### config.mk
export PLATFORM = sky130hd
export DESIGN_NAME = ip_hdr_checksum_tap
export DESIGN_NICKNAME = d
export VERILOG_FILES = /design/src/rtl/ip_hdr_checksum_tap.sv
export SDC_FILE = /design/constraint.sdc
export NUM_CORES = 2
export LEC_CHECK = 0
export ABC_AREA = 1
export CELL_PAD_IN_SITES_DETAIL_PLACEMENT = 0
export CELL_PAD_IN_SITES_GLOBAL_PLACEMENT = 1
export CORE_ASPECT_RATIO = 1.25
export CORE_MARGIN = 3
export CORE_UTILIZATION = 50
export CTS_BUF_LIST = sky130_fd_sc_hd__clkbuf_8
export CTS_CLUSTER_DIAMETER = 120
export CTS_CLUSTER_SIZE = 10
export DETAILED_ROUTE_END_ITERATION = 6
export GPL_TIMING_DRIVEN = 0
export MAX_ROUTING_LAYER = met4
export PLACE_DENSITY_LB_ADDON = 0.2
export SLEW_MARGIN = 25
export SYNTH_ARGS = -nofsm -noshare
export SYNTH_HDL_FRONTEND = slang
export SYNTH_SLANG_ARGS = --single-unit
### constraint.sdc
create_clock -name AXI_ACLK -period 37.3 [get_ports AXI_ACLK]
set_clock_uncertainty 0.15 [all_clocks]
set_input_delay 5.595 -clock AXI_ACLK [delete_from_list [all_inputs] [get_ports AXI_ACLK]]
set_output_delay 5.595 -clock AXI_ACLK [all_outputs]
set_load 0.05 [all_outputs]
### src/rtl/ip_hdr_checksum_tap.sv
// ip_hdr_checksum_tap: registered AXI-Stream tap with a fall-through FIFO,
// IPv4 header checksum check, dst IP capture and saturating counters.

module ip_hdr_checksum_tap #(
  parameter int C_M_AXIS_DATA_WIDTH  = 256,
  parameter int C_S_AXIS_DATA_WIDTH  = 256,
  parameter int C_M_AXIS_TUSER_WIDTH = 128,
  parameter int C_S_AXIS_TUSER_WIDTH = 128,
  parameter int FIFO_DEPTH_BITS      = 2,
  parameter int NUM_PORTS            = 4,
  parameter int SRC_PORT_POS         = 16,
  parameter int C_COUNTER_WIDTH      = 32
) (
  input  logic                              AXI_ACLK,
  input  logic                              AXI_RESETN,

  input  logic [C_S_AXIS_DATA_WIDTH-1:0]    S_AXIS_TDATA,
  input  logic [C_S_AXIS_DATA_WIDTH/8-1:0]  S_AXIS_TSTRB,
  input  logic [C_S_AXIS_TUSER_WIDTH-1:0]   S_AXIS_TUSER,
  input  logic                              S_AXIS_TVALID,
  input  logic                              S_AXIS_TLAST,
  output logic                              S_AXIS_TREADY,

  output logic [C_M_AXIS_DATA_WIDTH-1:0]    M_AXIS_TDATA,
  output logic [C_M_AXIS_DATA_WIDTH/8-1:0]  M_AXIS_TSTRB,
  output logic [C_M_AXIS_TUSER_WIDTH-1:0]   M_AXIS_TUSER,
  output logic                              M_AXIS_TVALID,
  output logic                              M_AXIS_TLAST,
  input  logic                              M_AXIS_TREADY,

  input  logic                              counters_clear,
  output logic [C_COUNTER_WIDTH-1:0]        cpu_count,
  output logic [C_COUNTER_WIDTH-1:0]        ipv4_count,
  output logic [C_COUNTER_WIDTH-1:0]        bad_csum_count,
  output logic [C_COUNTER_WIDTH-1:0]        runt_count,
  output logic [31:0]                       dst_ip,
  output logic                              csum_ok,
  output logic                              hdr_valid
);

  localparam int DW    = C_M_AXIS_DATA_WIDTH;
  localparam int SW    = DW / 8;
  localparam int UW    = C_M_AXIS_TUSER_WIDTH;
  localparam int EW    = DW + SW + UW + 1;
  localparam int DEPTH = 1 << FIFO_DEPTH_BITS;
  localparam int PW    = FIFO_DEPTH_BITS;
  localparam int CNTW  = FIFO_DEPTH_BITS + 1;
  localparam int CW    = C_COUNTER_WIDTH;

  localparam int C_CPU  = 0;
  localparam int C_IPV4 = 1;
  localparam int C_BAD  = 2;
  localparam int C_RUNT = 3;

  localparam logic [15:0] ET_IPV4 = 16'h0800;

  typedef enum logic [1:0] {
    HDR0 = 2'd0,
    HDR1 = 2'd1,
    BODY = 2'd2
  } state_e;

  // ---------------- FIFO ----------------

  logic [EW-1:0]   mem_q [DEPTH];
  logic [PW-1:0]   wr_ptr_q, wr_ptr_d;
  logic [PW-1:0]   rd_ptr_q, rd_ptr_d;
  logic [CNTW-1:0] count_q, count_d;

  logic            wr_en, rd_en;
  logic            empty, nearly_full;
  logic [EW-1:0]   wr_entry, rd_entry;

  logic [DW-1:0]   m_data;
  logic [SW-1:0]   m_strb;
  logic [UW-1:0]   m_user;
  logic            m_last;
  logic            beat;

  assign empty       = (count_q == '0);
  assign nearly_full = (count_q >= CNTW'(DEPTH - 1));

  assign S_AXIS_TREADY = !nearly_full;
  assign M_AXIS_TVALID = !empty;

  assign wr_en = S_AXIS_TVALID & !nearly_full;
  assign rd_en = !empty & M_AXIS_TREADY;
  assign beat  = rd_en;

  assign wr_entry = {S_AXIS_TLAST, S_AXIS_TUSER,
                     S_AXIS_TSTRB, S_AXIS_TDATA};
  assign rd_entry = mem_q[rd_ptr_q];

  assign {m_last, m_user, m_strb, m_data} = rd_entry;

  assign M_AXIS_TDATA = m_data;
  assign M_AXIS_TSTRB = m_strb;
  assign M_AXIS_TUSER = m_user;
  assign M_AXIS_TLAST = m_last;

  // Storage array: data only, no reset needed.
  always_ff @(posedge AXI_ACLK) begin
    if (wr_en) mem_q[wr_ptr_q] <= wr_entry;
  end

  // Pointer and occupancy next-state.
  always_comb begin
    wr_ptr_d = wr_ptr_q;
    rd_ptr_d = rd_ptr_q;
    count_d  = count_q;
    if (wr_en) wr_ptr_d = wr_ptr_q + PW'(1);
    if (rd_en) rd_ptr_d = rd_ptr_q + PW'(1);
    unique case (1'b1)
      (wr_en & !rd_en): count_d = count_q + CNTW'(1);
      (rd_en & !wr_en): count_d = count_q - CNTW'(1);
      default:          count_d = count_q;
    endcase
  end

  // Pointer and occupancy registers.
  always_ff @(posedge AXI_ACLK or negedge AXI_RESETN) begin
    if (!AXI_RESETN) begin
      wr_ptr_q <= '0;
      rd_ptr_q <= '0;
      count_q  <= '0;
    end else begin
      wr_ptr_q <= wr_ptr_d;
      rd_ptr_q <= rd_ptr_d;
      count_q  <= count_d;
    end
  end

  // ---------------- Parser FSM ----------------

  state_e state_q, state_d;
  logic   hdr0_beat, hdr1_beat;

  // State register.
  always_ff @(posedge AXI_ACLK or negedge AXI_RESETN) begin
    if (!AXI_RESETN) state_q <= HDR0;
    else             state_q <= state_d;
  end

  // Next state: advance only on an output beat.
  always_comb begin
    state_d = state_q;
    if (beat) begin
      unique case (state_q)
        HDR0:    state_d = m_last ? HDR0 : HDR1;
        HDR1:    state_d = m_last ? HDR0 : BODY;
        BODY:    state_d = m_last ? HDR0 : BODY;
        default: state_d = HDR0;
      endcase
    end
  end

  // Output decode: which header beat is leaving now.
  always_comb begin
    hdr0_beat = 1'b0;
    hdr1_beat = 1'b0;
    if (beat) begin
      unique case (state_q)
        HDR0:    hdr0_beat = 1'b1;
        HDR1:    hdr1_beat = 1'b1;
        default: ;
      endcase
    end
  end

  // ---------------- Header datapath ----------------

  logic [15:0] ethertype_q;
  logic [19:0] psum_q;
  logic [15:0] ip_hi_q;

  logic [19:0] psum_nine;
  logic [19:0] sum10;
  logic [19:0] fold1;
  logic [15:0] folded;
  logic        csum_good;
  logic        check_fire;
  logic        cpu_hit;
  logic        is_ipv4_now;

  // Beat-0 partial sum of the first nine header words.
  always_comb begin
    psum_nine = '0;
    for (int i = 0; i < 9; i++) begin
      psum_nine = psum_nine + 20'(m_data[16*i +: 16]);
    end
  end

  // Add the last header word and fold the carries back in twice.
  always_comb begin
    sum10     = psum_q + 20'(m_data[255:240]);
    fold1     = 20'(sum10[15:0]) + 20'(sum10[19:16]);
    folded    = fold1[15:0] + 16'(fold1[19:16]);
    csum_good = (folded == 16'hFFFF);
  end

  // Any CPU port (odd bit of each MAC/CPU pair) marks a CPU packet.
  always_comb begin
    cpu_hit = 1'b0;
    for (int p = 0; p < NUM_PORTS; p++) begin
      cpu_hit = cpu_hit | m_user[SRC_PORT_POS + 2*p + 1];
    end
  end

  assign is_ipv4_now = (m_data[159:144] == ET_IPV4);
  assign check_fire  = hdr1_beat & (ethertype_q == ET_IPV4);

  // Capture beat-0 header context for the beat-1 check.
  always_ff @(posedge AXI_ACLK or negedge AXI_RESETN) begin
    if (!AXI_RESETN) begin
      ethertype_q <= '0;
      psum_q      <= '0;
      ip_hi_q     <= '0;
    end else if (hdr0_beat) begin
      ethertype_q <= m_data[159:144];
      psum_q      <= psum_nine;
      ip_hi_q     <= m_data[15:0];
    end
  end

  logic [31:0] dst_ip_q;
  logic        csum_ok_q;
  logic        hdr_valid_q;

  // Publish the check result and dst IP one cycle after beat 1.
  always_ff @(posedge AXI_ACLK or negedge AXI_RESETN) begin
    if (!AXI_RESETN) begin
      dst_ip_q    <= '0;
      csum_ok_q   <= 1'b0;
      hdr_valid_q <= 1'b0;
    end else begin
      hdr_valid_q <= check_fire;
      if (check_fire) begin
        csum_ok_q <= csum_good;
        dst_ip_q  <= {ip_hi_q, m_data[255:240]};
      end
    end
  end

  assign dst_ip    = dst_ip_q;
  assign csum_ok   = csum_ok_q;
  assign hdr_valid = hdr_valid_q;

  // ---------------- Counters ----------------

  logic [3:0]    cnt_inc;
  logic [CW-1:0] cnt_q [4];
  logic [CW-1:0] cnt_d [4];

  assign cnt_inc[C_CPU]  = hdr0_beat & cpu_hit;
  assign cnt_inc[C_IPV4] = hdr0_beat & is_ipv4_now;
  assign cnt_inc[C_RUNT] = hdr0_beat & m_last;
  assign cnt_inc[C_BAD]  = check_fire & !csum_good;

  // Saturating increment; a clear coinciding with an event leaves 1.
  always_comb begin
    for (int i = 0; i < 4; i++) begin
      cnt_d[i] = cnt_q[i];
      if (counters_clear)
        cnt_d[i] = cnt_inc[i] ? CW'(1) : '0;
      else if (cnt_inc[i] && !(&cnt_q[i]))
        cnt_d[i] = cnt_q[i] + CW'(1);
    end
  end

  // Counter registers.
  always_ff @(posedge AXI_ACLK or negedge AXI_RESETN) begin
    if (!AXI_RESETN) begin
      for (int i = 0; i < 4; i++) cnt_q[i] <= '0;
    end else begin
      for (int i = 0; i < 4; i++) cnt_q[i] <= cnt_d[i];
    end
  end

  assign cpu_count      = cnt_q[C_CPU];
  assign ipv4_count     = cnt_q[C_IPV4];
  assign bad_csum_count = cnt_q[C_BAD];
  assign runt_count     = cnt_q[C_RUNT];

endmodule

==> results.py <==
metrics = {
    "hold_path": {
        "hold_path.class": "flip-flop to flip-flop",
        "whs_path_depth": 2,
        "hold-path-endpoint": "dst_ip[12]",
        "min-delay-start": "dst_ip[12]",
    },
    "synth": {
        "syn-num-nets": 6806,
        "ys_seq_elements": 1891,
        "syn_inst": 6216,
        "yosysWarnings": 0,
        "synth.largest_area_cell": "edfxtp_1",
        "syn_area_per_cell_um2": 12.6,
        "synth.area.top_cells": "edfxtp_1, dfrtp_1, o21ai_0, nor2_1, nand2_1",
        "synth_top_cell_area_share_pct": 64.1,
        "ys_seq_area_share_pct": 71.3,
        "synth.distinct_cells": 58,
        "synth.cell_area_mm2": 0.0781,
    },
    "route": {
        "dr.pass1.iters": 6,
        "ant_nets": 0,
        "avgViaCountPerCell": 5.70,
        "drt-total-wl_um": 266000,
        "drcViolationCount": 0,
        "wl_per_cell_um": 27.4,
        "vias": 55500,
        "drt_iter0_markers": 5103,
    },
    "floorplan": {
        "rows": 161,
        "start_util_pct": 50.5,
        "io_pins": 1003,
        "core_area_mm2": 0.155,
        "die_area_mm2": 0.161,
        "die_w_um": 359,
        "fp.dieH_um": 448,
    },
    "cts": {
        "cts-root-buf": "clkbuf_8",
        "ctsHoldBuffers": 0,
        "cts_buffers": 207,
        "cts_resized": 0,
        "cts_max_level": 4,
        "clockBufferDepth": 3,
        "clk_pin_slew_ns": 0.07,
        "clock_sinks": 1891,
        "cts_tree": "built",
        "worstSkewPairLatency_ns": 0.98,
        "cts_setup_buffers": 0,
    },
    "sta": {
        "tightest_slew_ns": 1.17,
        "grt_setup_unrepaired": "no",
        "fin_hold_ws_ns": 0.331,
        "min_period_over_period_pct": 32.1,
        "final_max_slew_viol_count": 0,
        "finalSetupViolations": 0,
        "fin_crit_ns": 11.99,
        "max_slew_margin_pct": 21.9,
        "hold_violations": 0,
        "fmax_mhz": 83.4,
    },
    "setup_path": {
        "reg2reg_depth": 55,
        "crit_arrival_ns": 6.25,
        "worst_ep_required_time_ns": 31.55,
        "worst-r2r-setup-slack_ns": 27.47,
        "setup.worst_path.end_class": "output pin",
        "reg2reg_to": "bad_csum_count[2]",
        "cp-start-kind": "flip-flop",
        "critPathKind": "flip-flop to output pin",
        "r2r-start": "rd_ptr_q[0]",
        "critPathMaxFanout": 10,
    },
    "grt": {
        "gr-total-overflow": 0,
        "grt_usage_pct": 33.3,
        "grt_pass1_wl_um": 375000,
        "grt_start_max_net_pins": 89,
        "grt_pass1_vias": 54500,
        "antenna_found_initial": 117,
    },
    "finish": {
        "instances_no_fill": 9732,
        "area_growth_syn_to_layout_pct": 23.7,
        "drive_above_1_share_pct": 6.09,
        "layout.nets": 8118,
        "post-route-cell-area_mm2": 0.0966,
    },
    "place": {
        "dp_hpwl_um": 199000,
        "gp_congestion": 0.935,
        "dp.cells": 9355,
        "io_buffers": 1002,
        "dpl_cell_area_mm2": 0.0931,
    },
    "run": {
        "cap_violations": 0,
    },
    "status": {
        "status": "completed",
    },
}
how the worst max path moves through the flow:
stage | start | to | slack [ns]
after global placement | S_AXIS_TVALID | mem_q[3][363] | -2.99
after global routing | rd_ptr_q[0] | M_AXIS_TUSER[48] | 25.18
after detailed placement | rd_ptr_q[0] | M_AXIS_TUSER[48] | 25.93
after CTS | rd_ptr_q[0] | M_AXIS_TUSER[48] | 24.85
final | rd_ptr_q[0] | M_AXIS_TUSER[48] | 25.31
after floorplan | S_AXIS_TVALID | mem_q[0][0] | 12.78
kinds of logic after synthesis:
kind of cell | share of synthesized area, %
AOI/OAI and AO/OA | 10.1
and+or+nand+nor | 10.4
DFF | 71.3
buffers and inverters | 3.58
xor gates and xnor gates | 0.851
adders and majority gates | 3.78
layout by cell type, fill, tap and decap left out, drive strengths merged, types with 3 or more instances in the layout:
| cell type | count |
|---|---|
| ha | 55 |
| nand3b | 5 |
| nor3 | 98 |
| a32oi | 48 |
| clkinv | 5 |
| o21ai | 829 |
| inv | 439 |
| o21a | 4 |
| o21bai | 4 |
| a21oi | 132 |
| a31oi | 3 |
| o31ai | 23 |
| nand3 | 137 |
| edfxtp | 1668 |
| o22ai | 355 |
| dfrtp | 223 |
| a32o | 3 |
| clkinvlp | 3 |
| nor4 | 35 |
| nand4 | 48 |
| nor3b | 5 |
| or2 | 3 |
| buf | 172 |
| clkdlybuf4s50 | 1001 |
| diode | 105 |
| clkbuf | 464 |
| nor2 | 885 |
| xnor2 | 32 |
| nand2 | 738 |
| xor2 | 43 |
| fa | 113 |
cell usage after synthesis, drive strengths merged:
master,count
buf,70
a32oi,48
a21boi,1
nor3,98
o2111ai,1
nor4,35
and2,2
o22ai,355
a211oi,1
clkinv,5
a2bb2oi,1
o21bai,4
or2,3
a41oi,1
fa,113
ha,55
a32o,3
clkbuf,252
a31oi,3
o31ai,23
and3,2
a21oi,132
o211a,2
nand4,48
a221oi,2
xnor2,32
nand3b,5
o211ai,2
nand2,738
nor2,885
o21a,4
nor3b,5
edfxtp,1668
o21ai,829
a21o,2
inv,383
xor2,43
dfrtp,223
nand3,137
per-layer routing:
layer  up-vias  part of all wire [%]  GRT usage [%]
met5         -                     0              -
met4         0                   4.0           13.8
met3       460                    11           11.4
met2      2518                    49           54.0
met1     27500                    36           37.9
li1      25000                     -              -
critical path: stages (launching register included):
cell             delay, ns
dfrtp_1               0.34
buf_6                 0.15
buf_6                 0.16
buf_4                 0.18
buf_2                 0.55
buf_2                 0.49
clkbuf_1              0.36
buf_6                 0.23
clkbuf_1              0.84
buf_2                 0.43
nor2_1                0.08
o22ai_1               0.49
clkdlybuf4s50_1       0.98
stage by stage:
step	utilization, %	setup WS (ns)	setup TNS (ns)
floorplan	-	12.78	0
global placement	58.7	-2.99	-4272.40
detailed placement	60.3	25.93	0
CTS	62.3	24.85	0
global route	62.5	25.18	0
finish	62.5	25.31	0
layout make-up:
cell class	count	area (um^2)
diodes	105	263
fillers	12000	57900
clock inverters	59	283
repair buffers	1103	12500
well taps	2037	2550
inverters	388	1460
multi-input cells	3615	19700
flip-flops and latches	1891	55700
plain buffers	322	1340
clock buffers	212	2920
registers in the layout (all words and copies together), names as in the netlist, 2 cells and up:
| signal | flops |
|---|---|
| mem_q | 1668 |
| bad_csum_count | 32 |
| cpu_count | 32 |
| dst_ip | 32 |
| ipv4_count | 32 |
| runt_count | 32 |
| psum_q | 20 |
| ethertype_q | 16 |
| ip_hi_q | 16 |
| count_q | 3 |
| rd_ptr_q | 2 |
| state_q | 2 |
| wr_ptr_q | 2 |
Power is left out: the tool's default activity adds up to more than one toggle a clock period on the data nets, which glitch-free logic cannot reach.
